[src/rtl/fetch_unit_pkg.sv]
// Shared CPU constants and the IF/ID pipeline register layout used by the fetch stage.
package fetch_unit_pkg;
  localparam logic [31:0] NOP        = 32'h0000_0000;
  localparam logic [31:0] INSTR_STEP = 32'd4;

  typedef struct packed {
    logic [31:0] instr;
    logic [31:0] pc4;
    logic        valid;
  } ifid_t;

  localparam ifid_t IFID_FLUSH = '{instr: NOP, pc4: 32'h0, valid: 1'b0};
endpackage

[src/rtl/fetch_unit_next_pc_calc.sv]
// Combinational next-PC selection: jump > branch > stall hold > sequential step.
module next_pc_calc
  import fetch_unit_pkg::*;
(
  input  logic [31:0] pc,
  input  logic        stall,
  input  logic        br_taken,
  input  logic [15:0] br_offset,
  input  logic [31:0] br_pc4,
  input  logic        jmp,
  input  logic [25:0] jmp_index,
  output logic [31:0] pc_plus4,
  output logic [31:0] next_pc,
  output logic        redirect,
  output logic        misalign
);
  logic [31:0] br_target;
  logic [31:0] jmp_target;
  logic [31:0] raw_target;

  assign pc_plus4   = pc + INSTR_STEP;
  assign br_target  = br_pc4 + {{16{br_offset[15]}}, br_offset};
  assign jmp_target = {br_pc4[31:26], jmp_index};
  assign redirect   = jmp | br_taken;
  assign raw_target = jmp ? jmp_target : br_target;
  assign misalign   = redirect & (raw_target[1:0] != 2'b00);

  always_comb begin
    next_pc = pc_plus4;
    if (redirect)   next_pc = {raw_target[31:2], 2'b00};
    else if (stall) next_pc = pc;
  end
endmodule

[src/rtl/fetch_unit.sv]
// Instruction fetch stage: PC register, IF/ID pipeline register, sticky misalign flag
// and delivered-instruction counter.
module fetch_unit
  import fetch_unit_pkg::*;
#(
  parameter logic [31:0] RESET_PC = 32'h0000_0000
) (
  input  logic        clk,
  input  logic        rst_n,
  input  logic        stall,
  input  logic        br_taken,
  input  logic [15:0] br_offset,
  input  logic [31:0] br_pc4,
  input  logic        jmp,
  input  logic [25:0] jmp_index,
  output logic [31:0] imem_addr,
  input  logic [31:0] imem_data,
  output logic [31:0] ifid_instr,
  output logic [31:0] ifid_pc4,
  output logic        ifid_valid,
  output logic        misalign_err,
  output logic [15:0] fetch_count
);
  logic [31:0] pc_q, pc_d;
  ifid_t       ifid_q, ifid_d;
  logic        misalign_q, misalign_d;
  logic [15:0] count_q, count_d;

  logic [31:0] pc_plus4;
  logic [31:0] next_pc;
  logic        redirect;
  logic        misalign;

  next_pc_calc u_next_pc (
    .pc        (pc_q),
    .stall     (stall),
    .br_taken  (br_taken),
    .br_offset (br_offset),
    .br_pc4    (br_pc4),
    .jmp       (jmp),
    .jmp_index (jmp_index),
    .pc_plus4  (pc_plus4),
    .next_pc   (next_pc),
    .redirect  (redirect),
    .misalign  (misalign)
  );

  // A redirect wins over stall: the fetched slot is squashed and replaced by a bubble.
  always_comb begin
    pc_d       = next_pc;
    ifid_d     = ifid_q;
    count_d    = count_q;
    misalign_d = misalign_q | misalign;
    if (redirect) begin
      ifid_d = IFID_FLUSH;
    end else if (!stall) begin
      ifid_d  = '{instr: imem_data, pc4: pc_plus4, valid: 1'b1};
      count_d = count_q + 16'd1;
    end
  end

  always_ff @(posedge clk or negedge rst_n) begin
    if (!rst_n) begin
      pc_q       <= RESET_PC;
      ifid_q     <= IFID_FLUSH;
      misalign_q <= 1'b0;
      count_q    <= 16'd0;
    end else begin
      pc_q       <= pc_d;
      ifid_q     <= ifid_d;
      misalign_q <= misalign_d;
      count_q    <= count_d;
    end
  end

  assign imem_addr    = pc_q;
  assign ifid_instr   = ifid_q.instr;
  assign ifid_pc4     = ifid_q.pc4;
  assign ifid_valid   = ifid_q.valid;
  assign misalign_err = misalign_q;
  assign fetch_count  = count_q;
endmodule

[config.mk]
export PLATFORM = sky130hd
export DESIGN_NAME = fetch_unit
export DESIGN_NICKNAME = d
export VERILOG_FILES = /design/src/rtl/fetch_unit_pkg.sv /design/src/rtl/fetch_unit_next_pc_calc.sv /design/src/rtl/fetch_unit.sv
export SDC_FILE = /design/constraint.sdc
export NUM_CORES = 1
export LEC_CHECK = 0
export ABC_AREA = 1
export CAP_MARGIN = 20
export CORE_ASPECT_RATIO = 1.25
export CORE_MARGIN = 5
export CORE_UTILIZATION = 35
export CTS_CLUSTER_DIAMETER = 100
export DETAILED_ROUTE_END_ITERATION = 12
export GPL_ROUTABILITY_DRIVEN = 0
export PLACE_DENSITY = 0.63
export SKIP_LAST_GASP = 1
export SLEW_MARGIN = 20
export SYNTH_ARGS = -nofsm -noshare
export SYNTH_HDL_FRONTEND = slang
export SYNTH_HIERARCHICAL = 1
export SYNTH_SLANG_ARGS = --single-unit
[constraint.sdc]
create_clock -name clk -period 2.6 [get_ports clk]
set_input_delay 0.52 -clock clk [delete_from_list [all_inputs] [get_ports clk]]
set_output_delay 0.52 -clock clk [all_outputs]
set_load 0.03 [all_outputs]
==> run metrics <==
status finished, final reports clean; Die W 148.7 um; share of cells above drive strength 1 0.07152; setup violators final 0; Seq cells post-synth between 100 and 150; largest net degree at the start of global routing 82; Tot GR Track Use 0.2007; Pint 0.004397 W; Final WS setup approximately 280 ps; Starting Density 0.3546; Post-Synthesis Cells 1303; worst relative slew slack 0.5828; total gr overflow 0; Synth Warn # 6; via count 8936; fin cells 1891; Max IR drop VDD 0.4506 mV; Die H approximately 180 um; RSZ-0062 raised after global routing no; register area share after synthesis 0.3390; core region area 23730 um2; # fillers 2439; drt first pass iters 5; DP Cell Count 1859; CTS Hold Bufs 0; Critical Path Sink Type flop; Leakage just over 6 nW; die area 27260 um2; skew final ~13 ps; n_diodes 0; Worst Path Required 2880 ps; num ports 225; row count 63; commonest cells after routing, fill and taps aside 486 x nand2_1, 222 x clkdlybuf4s50_1, 173 x inv_1; Final period util 0.8907; Distinct cells, synth 39; TritonCTS clock tree yes; clock sink count 114; H-Tree Depth 4; Clk network pwr share 0.370; WL/cell between 10 and 15 um; antenna viol nets, final 0; Reg power frac 0.320; CP Launch Type input pin; dpl cell area 11290 um2; initial antenna violation count 0; mapped cell area between 8000 and 9000 um2; final hold violations 0; setup bufs post-CTS 0; Setup TNS 0 ps; min Tclk post-route 2316 ps; starting DRC count in detailed routing 435; total CTS buffers 17; slew at the pin with the worst max-slew slack 620.1 ps; dpl hpwl 22270 um; nets@finish roughly 1.7k; Combinational Power Share 0.310; root buffer cell clkbuf_16; pre-CTS setup slack -106.4 ps; clk_lat worst skew 400 ps; first-pass GRT wire length 44170 um; Final Slew Violations 0; buffers added on ports 224; wirelength, routed 27740 um; commonest non-fill, non-tap cell in the layout nand2_1; pwr/cell area 554.3 nW/um2; DRC 0; fin area 11910 um2; CTS resizes 0; Layout area overhead 41.55%; Crit Path Category input pin to flop; Syn Area/Cell 6.458 um2; worst min path class input pin to asynchronous set/reset pin; max_cap viols 0; Clock Pin Slew Worst Setup and Hold Paths 60 ps; vias in the first global route 8920; net load switching power 0.002205 W; total power 0.006602 W; CP max FO 3; Vias per Instance 4.726; switch share 0.3340; syn nets between 1k and 1.5k; CP arrival 2590 ps; CTS Buffer Depth 2; fmax 431.8 MHz
worst max-delay path: stages:
cell,delay [ps]
clkdlybuf4s50_1,410
ha_1,240
fa_1,400
buf_4,160
nand3_1,80
nand3_1,210
nand2_1,120
nand2_1,70
nand2_1,60
nand2_1,40
o21ai_0,220
nand2_1,80
power by group through the flow:
stage / logic, W / clock network, W / registers [W]
after global routing: 0.00224 / 0.00258 / 0.00213
after global placement: 0.00203 / 0 / 0.00214
final: 0.00205 / 0.00244 / 0.00211
after floorplan: 0.000871 / 0 / 0.00239
after CTS: 0.00205 / 0.00251 / 0.00211
after detailed placement: 0.00205 / 0 / 0.00214
cells by family (layout without fill, tap and decap cells):
group                      Yosys count  after routing  share of synthesized area
AOI/OAI and AO/OA                  107            107                    0.06721
xor gates and xnor gates            42             42                    0.04461
adders and majority gates           34             34                    0.05145
buffers and inverters              220            483                     0.1059
DFF                                114            114                     0.3390
and+or+nand+nor                    786            786                     0.3918
final timing paths:
kind	startpoint	endpoint	slack, ps	depth (start not counted)
worst max-delay path	br_offset[0]	imem_addr[18]$_DFF_PN0_	280	12
worst min-delay path	rst_n	ifid_instr[14]$_DFFE_PN0P_	100	1
max in group asynchronous	rst_n	imem_addr[20]$_DFF_PN0_	1880	2
worst max register to register	imem_addr[3]$_DFF_PN0_	imem_addr[26]$_DFF_PN0_	530	9
min in group clk	misalign_err$_DFF_PN0_	misalign_err$_DFF_PN0_	470	1
worst min register to register	misalign_err$_DFF_PN0_	misalign_err$_DFF_PN0_	470	1
state kept, by name (all words and copies together), names as in the netlist:
| name | flops |
|---|---|
| ifid_pc4 | 32 |
| imem_addr | 32 |
| fetch_count | 16 |
| ifid_valid | 1 |
| misalign_err | 1 |
| ifid_instr | 32 |
metrics by stage:
| stage | hold slack (ps) | util |
|---|---|---|
| detailed placement | 457.7 | 0.4758 |
| global route | 122.7 | 0.5020 |
| floorplan | 224.4 | - |
| finish | 96.01 | 0.5020 |
| global placement | 453.5 | 0.4758 |
| CTS | 100.7 | 0.5020 |
cells in the mapped netlist:
cell / count / area share
a21o_1: 1 / 0.00089
a21oi_1: 56 / 0.033
a32oi_1: 5 / 0.0052
and2_1: 4 / 0.0030
and3_1: 1 / 0.00074
buf_1: 1 / 0.00045
buf_2: 16 / 0.0095
buf_4: 2 / 0.0018
buf_6: 5 / 0.0067
clkbuf_1: 17 / 0.0076
clkinv_1: 1 / 0.00045
dfrtp_1: 114 / 0.34
fa_1: 1 / 0.0024
ha_1: 33 / 0.049
inv_1: 173 / 0.077
inv_2: 5 / 0.0022
nand2_1: 486 / 0.22
nand2_2: 5 / 0.0037
nand2_4: 2 / 0.0027
nand3_1: 121 / 0.072
nand3_4: 1 / 0.0021
nand3b_1: 2 / 0.0018
nand4_1: 7 / 0.0052
nor2_1: 116 / 0.052
nor2_2: 6 / 0.0045
nor2_4: 6 / 0.0080
nor3_1: 21 / 0.012
nor3_2: 1 / 0.0012
nor4_1: 2 / 0.0015
nor4_2: 1 / 0.0015
o211ai_1: 2 / 0.0018
o21ai_0: 28 / 0.017
o21ai_1: 13 / 0.0077
o21bai_1: 1 / 0.00089
o22ai_1: 1 / 0.00074
or2_2: 4 / 0.0030
xnor2_1: 8 / 0.0083
xor2_1: 33 / 0.034
xor2_2: 1 / 0.0019
layer usage:
metal	up-vias	global-route usage	share of wire
met2	270	0.3677	0.50
met1	4054	0.2396	0.41
li1	4566	-	-
met5	-	0	0
met3	46	0.02743	0.057
met4	0	0.06913	0.025
final cells by class:
cell class                 instances  area (um2)  share of cell area
multi-input combinational        969        4673              0.3924
tap                              325       406.6             0.03414
clock inverter                    10       156.4             0.01313
timing repair buffer             272        2685              0.2254
clock buffer                      22       464.2             0.03897
sequential                       114        2853              0.2395
inverter                         179       671.9             0.05641
Note: power is estimated with default switching activity, not from simulation.
